**src/rtl/if_fetch_queue.sv**
```systemverilog
// if_fetch_queue: issues fetches at the PC, queues in-order responses with their PCs, hands them to decode
module if_fetch_queue #(
    parameter int DEPTH = 4,
    parameter int XLEN  = 32
) (
    input  logic            clk,
    input  logic            rst,
    input  logic [XLEN-1:0] pc_in,
    output logic            pc_stall,
    output logic            imem_req_valid,
    output logic [XLEN-1:0] imem_req_addr,
    input  logic            imem_req_ready,
    input  logic            imem_resp_valid,
    input  logic [XLEN-1:0] imem_resp_data,
    input  logic            flush,
    output logic            id_valid,
    input  logic            id_ready,
    output logic [XLEN-1:0] id_inst,
    output logic [XLEN-1:0] id_pc,
    output logic            err
);
    localparam int PW = $clog2(DEPTH);
    localparam int CW = PW + 1;

    logic [XLEN-1:0] pc_mem [DEPTH];
    logic [XLEN-1:0] inst_mem [DEPTH];
    logic [DEPTH-1:0] filled;
    logic [PW-1:0] alloc_ptr, fill_ptr, head_ptr;
    logic [CW-1:0] occ, pend, drop_cnt, owed;
    logic acc, pop, fill, drop;

    // issue/stall/output handshakes; pend tracks allocated entries still awaiting data
    always_comb begin
        owed = drop_cnt + pend;
        imem_req_valid = !rst && !flush && ((occ + drop_cnt) < CW'(DEPTH));
        imem_req_addr = pc_in;
        acc = imem_req_valid && imem_req_ready;
        pc_stall = rst || (!acc && !flush);
        id_valid = !rst && !flush && filled[head_ptr];
        id_inst = inst_mem[head_ptr];
        id_pc = pc_mem[head_ptr];
        pop = id_valid && id_ready;
        drop = imem_resp_valid && !flush && (drop_cnt != '0);
        fill = imem_resp_valid && !flush && (drop_cnt == '0) && (pend != '0);
    end

    // control state: pointers, counters, filled bits and sticky error; flush outranks pop and alloc
    always_ff @(posedge clk or posedge rst) begin
        if (rst) begin
            alloc_ptr <= '0;
            fill_ptr <= '0;
            head_ptr <= '0;
            occ <= '0;
            pend <= '0;
            drop_cnt <= '0;
            filled <= '0;
            err <= 1'b0;
        end else if (flush) begin
            alloc_ptr <= '0;
            fill_ptr <= '0;
            head_ptr <= '0;
            occ <= '0;
            pend <= '0;
            filled <= '0;
            drop_cnt <= owed - CW'(imem_resp_valid && (owed != '0));
            err <= err || (imem_resp_valid && (owed == '0));
        end else begin
            alloc_ptr <= alloc_ptr + PW'(acc);
            fill_ptr <= fill_ptr + PW'(fill);
            head_ptr <= head_ptr + PW'(pop);
            occ <= occ + CW'(acc) - CW'(pop);
            pend <= pend + CW'(acc) - CW'(fill);
            drop_cnt <= drop_cnt - CW'(drop);
            err <= err || (imem_resp_valid && !drop && !fill);
            if (acc) filled[alloc_ptr] <= 1'b0;
            if (fill) filled[fill_ptr] <= 1'b1;
            if (pop) filled[head_ptr] <= 1'b0;
        end
    end

    // payload storage needs no reset; the filled bits qualify it
    always_ff @(posedge clk) begin
        if (acc) pc_mem[alloc_ptr] <= pc_in;
        if (fill) inst_mem[fill_ptr] <= imem_resp_data;
    end
endmodule
```
**config.mk**
```make
export PLATFORM = sky130hd
export DESIGN_NAME = if_fetch_queue
export DESIGN_NICKNAME = d
export VERILOG_FILES = /design/src/rtl/if_fetch_queue.sv
export SDC_FILE = /design/constraint.sdc
export NUM_CORES = 1
export LEC_CHECK = 0
export BUFFER_PORTS_ARGS = -buffer_cell sky130_fd_sc_hd__buf_2
export CORE_ASPECT_RATIO = 0.75
export CORE_UTILIZATION = 59
export CTS_CLUSTER_SIZE = 25
export DETAILED_ROUTE_END_ITERATION = 8
export GPL_TIMING_DRIVEN = 0
export HOLD_SLACK_MARGIN = 0.12
export PLACE_DENSITY_LB_ADDON = 0.25
export SETUP_SLACK_MARGIN = 0.05
export SLEW_MARGIN = 15
export SYNTH_ARGS = -nofsm -noshare
export SYNTH_HDL_FRONTEND = slang
export SYNTH_SLANG_ARGS = --single-unit
```
**constraint.sdc**
```tcl
create_clock -name clk -period 8.5 [get_ports clk]
set_input_delay 1.7 -clock clk [delete_from_list [all_inputs] [get_ports clk]]
set_output_delay 1.7 -clock clk [all_outputs]
set_load 0.05 [all_outputs]
```
==> impl_metrics.env <==
export IMPL_wl_met2_um=9942
export IMPL_finalCriticalPeriod_ns=4.561
export IMPL_worstReg2RegStart="occ[1]"
export IMPL_clk_path_buf_depth=3
export IMPL_drv_cap=0
export IMPL_antenna_found_initial=0
export IMPL_antenna_left=0
export IMPL_final_common_cell="edfxtp_1"
export IMPL_timing_reg2reg_worst_path_depth=13
export IMPL_nets=792
export IMPL_hold_class="register to register"
export IMPL_firstDrtPassIters=5
export IMPL_finalMaxSlewViolations=0
export IMPL_worstSkewPairLatency_ns=0.53
export IMPL_seq_area_frac_synth_pct=75.22
export IMPL_vias_per_cell=5.605
export IMPL_synthTopCellsByArea="edfxtp_1 71%, mux4_2 11%, dfrtp_1 4.6%"
export IMPL_place_congestion=0.7624
export IMPL_postSynthAreaPerCell_sq_um=21.77
export IMPL_start_util_pct=60.92
export IMPL_post_cts_buffers=0
export IMPL_cp_end_kind="output port"
export IMPL_hold_depth=2
export IMPL_drt_initial_drc_count=342
export IMPL_most_common_layout_cells="256 x edfxtp_1, 177 x buf_2, 52 x mux4_2"
export IMPL_worst_r2r_endpoint="occ[2]"
export IMPL_ctsHoldBuffers=0
export IMPL_worst_slew_pin_slew_ns=0.8808
export IMPL_rsz0062_at_grt="no"
export IMPL_dieWidth_um=158.8
export IMPL_setup_violations_final=0
export IMPL_fmax_ghz=0.2193
export IMPL_holdPathEnd="err"
export IMPL_status="completed"
export IMPL_r2r_setup_slack_ns=5.19
export IMPL_area_growth_pct=20.00
export IMPL_wl_per_cell_um=20.33
export IMPL_grt_ovfl_total=0
export IMPL_clkTransAtPathRegs_ns=0.06
export IMPL_place_port_buffers=168
export IMPL_fp_dieH_um=119.6
export IMPL_vias=5426
export IMPL_min_delay_start="err"
export IMPL_ys_warn_count=0
export IMPL_finClkSkew_ns=0.01641
export IMPL_drc=0
export IMPL_die_area_sq_mm=0.01900
export IMPL_final_setup_tns_ns=0
export IMPL_htree_levels=1
export IMPL_min_period_over_period_pct=53.66
export IMPL_p_leak_nw=4.724
export IMPL_cts_buffers=26
export IMPL_wl_met1_um=8260
export IMPL_root_buffer="clkbuf_16"
export IMPL_worstSetupPathType="primary input to output port"
export IMPL_grt_pass1_wl_um=30480
export IMPL_io_pins=170
export IMPL_hpwlAfterDp_um=12890
export IMPL_cp_required_ns=6.80
export IMPL_arrival_ns=2.86
export IMPL_yosys_area_top_type="edfxtp_1"
export IMPL_grt_total_usage_pct=21.15
export IMPL_max_slew_margin_rel_pct=41.22
export IMPL_synth_top_area_share_pct=70.62
export IMPL_grt_pass1_vias=5583
export IMPL_syn_area_sq_mm=0.01089
export IMPL_synth_seq_cells=276
export IMPL_coreArea_sq_mm=0.01787
export IMPL_powerDensity_mw_per_mm2=220.8
export IMPL_synthCells=500
export IMPL_rows=42
export IMPL_ir_drop_uv=139.6
export IMPL_syn_num_nets=586
export IMPL_fin_ws_ns=3.939
export IMPL_start_kind="primary input"
export IMPL_cts_resized=0
export IMPL_cts_tree="built"
export IMPL_cts_sinks=276
export IMPL_post_place_ws_ns=3.895
export IMPL_hold_viol=0
export IMPL_drive_above_1_share_pct=45.32
export IMPL_grt_max_degree=33
export IMPL_antennaDiodeCount=0
export IMPL_drt_total_wl_um=19680
export IMPL_critPathMaxFanout=22
export IMPL_synthDistinctLibCells=43
export IMPL_top_layer="met4"
export IMPL_wl_met3_um=1133
-- layout make-up --
class / instances / area, sq um
repair buffers: 178 / 1005
clock buffers: 35 / 704.4
multi-input cells: 157 / 2297
well taps: 242 / 302.8
flip-flops and latches: 276 / 8188
inverters: 15 / 56.30
plain buffers: 52 / 385.4
fillers: 1084 / 4805
clock inverters: 13 / 123.9
-- worst max-delay path by stage --
stage	slack, ns	endpoint	start	cells after the start
after CTS	3.89	pc_stall	rst	4
after global routing	3.77	pc_stall	rst	4
after global placement	1.80	inst_mem[0][3]	flush	4
after detailed placement	3.89	pc_stall	rst	4
after floorplan	3.61	inst_mem[0][0]	flush	4
final	3.94	pc_stall	rst	4
-- sequential cells by signal, indices dropped and copies added, names as in the netlist --
register	count
occ	3
fill_ptr	2
drop_cnt	3
inst_mem	128
filled	4
err	1
alloc_ptr	2
head_ptr	2
pend	3
pc_mem	128
-- synth_stat cells (all sizes together) --
library cell	instances
a211oi	2
o21ai	3
ha	13
mux2i	2
and3b	1
xnor2	8
buf	47
or3	1
nor3b	3
xor3	1
a31oi	3
and3	2
and2b	1
dfrtp	20
a21oi	2
inv	15
nor2	15
nand3b	1
fa	3
xor2	4
nand4	1
o21a	4
edfxtp	256
nand3	5
and2	2
nand2	2
clkbuf	5
nor3	4
nand4b	2
mux4	65
nor2b	7
-- where the power goes --
group | total (mW) | internal (mW) | switching (mW)
logic | 0.248 | 0.0852 | 0.162
clock network | 1.11 | 0.643 | 0.467
registers | 1.53 | 1.51 | 0.0172
total | 2.88 | 2.24 | 0.647
-- cell families after synthesis --
group,after synthesis,synth area share (%)
AND/OR/NAND/NOR,47,2.460
flip-flops,276,75.22
multiplexers,67,14.08
adder cells (fa/ha/maj),16,2.046
XOR/XNOR,13,1.322
buffers and inverters,67,4.057
AO/OA/AOI/OAI,14,0.8160
-- critical path, stage by stage --
cell and delay (ns):
buf_2 0.13, inv_1 0.64, o21ai_1 0.14, buf_2 0.25
-- metal layers --
layer,up-vias,global-route usage [%]
met5,-,0
met4,0,4.854
met3,34,3.560
met2,190,35.47
met1,2792,29.65
li1,2410,-
-- per-stage QoR --
| step | total power [mW] | utilization [%] | instances | hold slack, ns | area, sq um |
|---|---|---|---|---|---|
| floorplan | 1.718 | - | 500 | 0.5307 | 10890 |
| global placement | 1.781 | 67.32 | 910 | 0.4575 | 12030 |
| detailed placement | 1.803 | 68.47 | 920 | 0.4898 | 12230 |
| CTS | 2.905 | 73.11 | 968 | 0.5105 | 13060 |
| global route | 2.976 | 73.11 | 968 | 0.5304 | 13060 |
| finish | 2.884 | 73.11 | 968 | 0.5011 | 13060 |
Power figures use the tool's default switching activity.
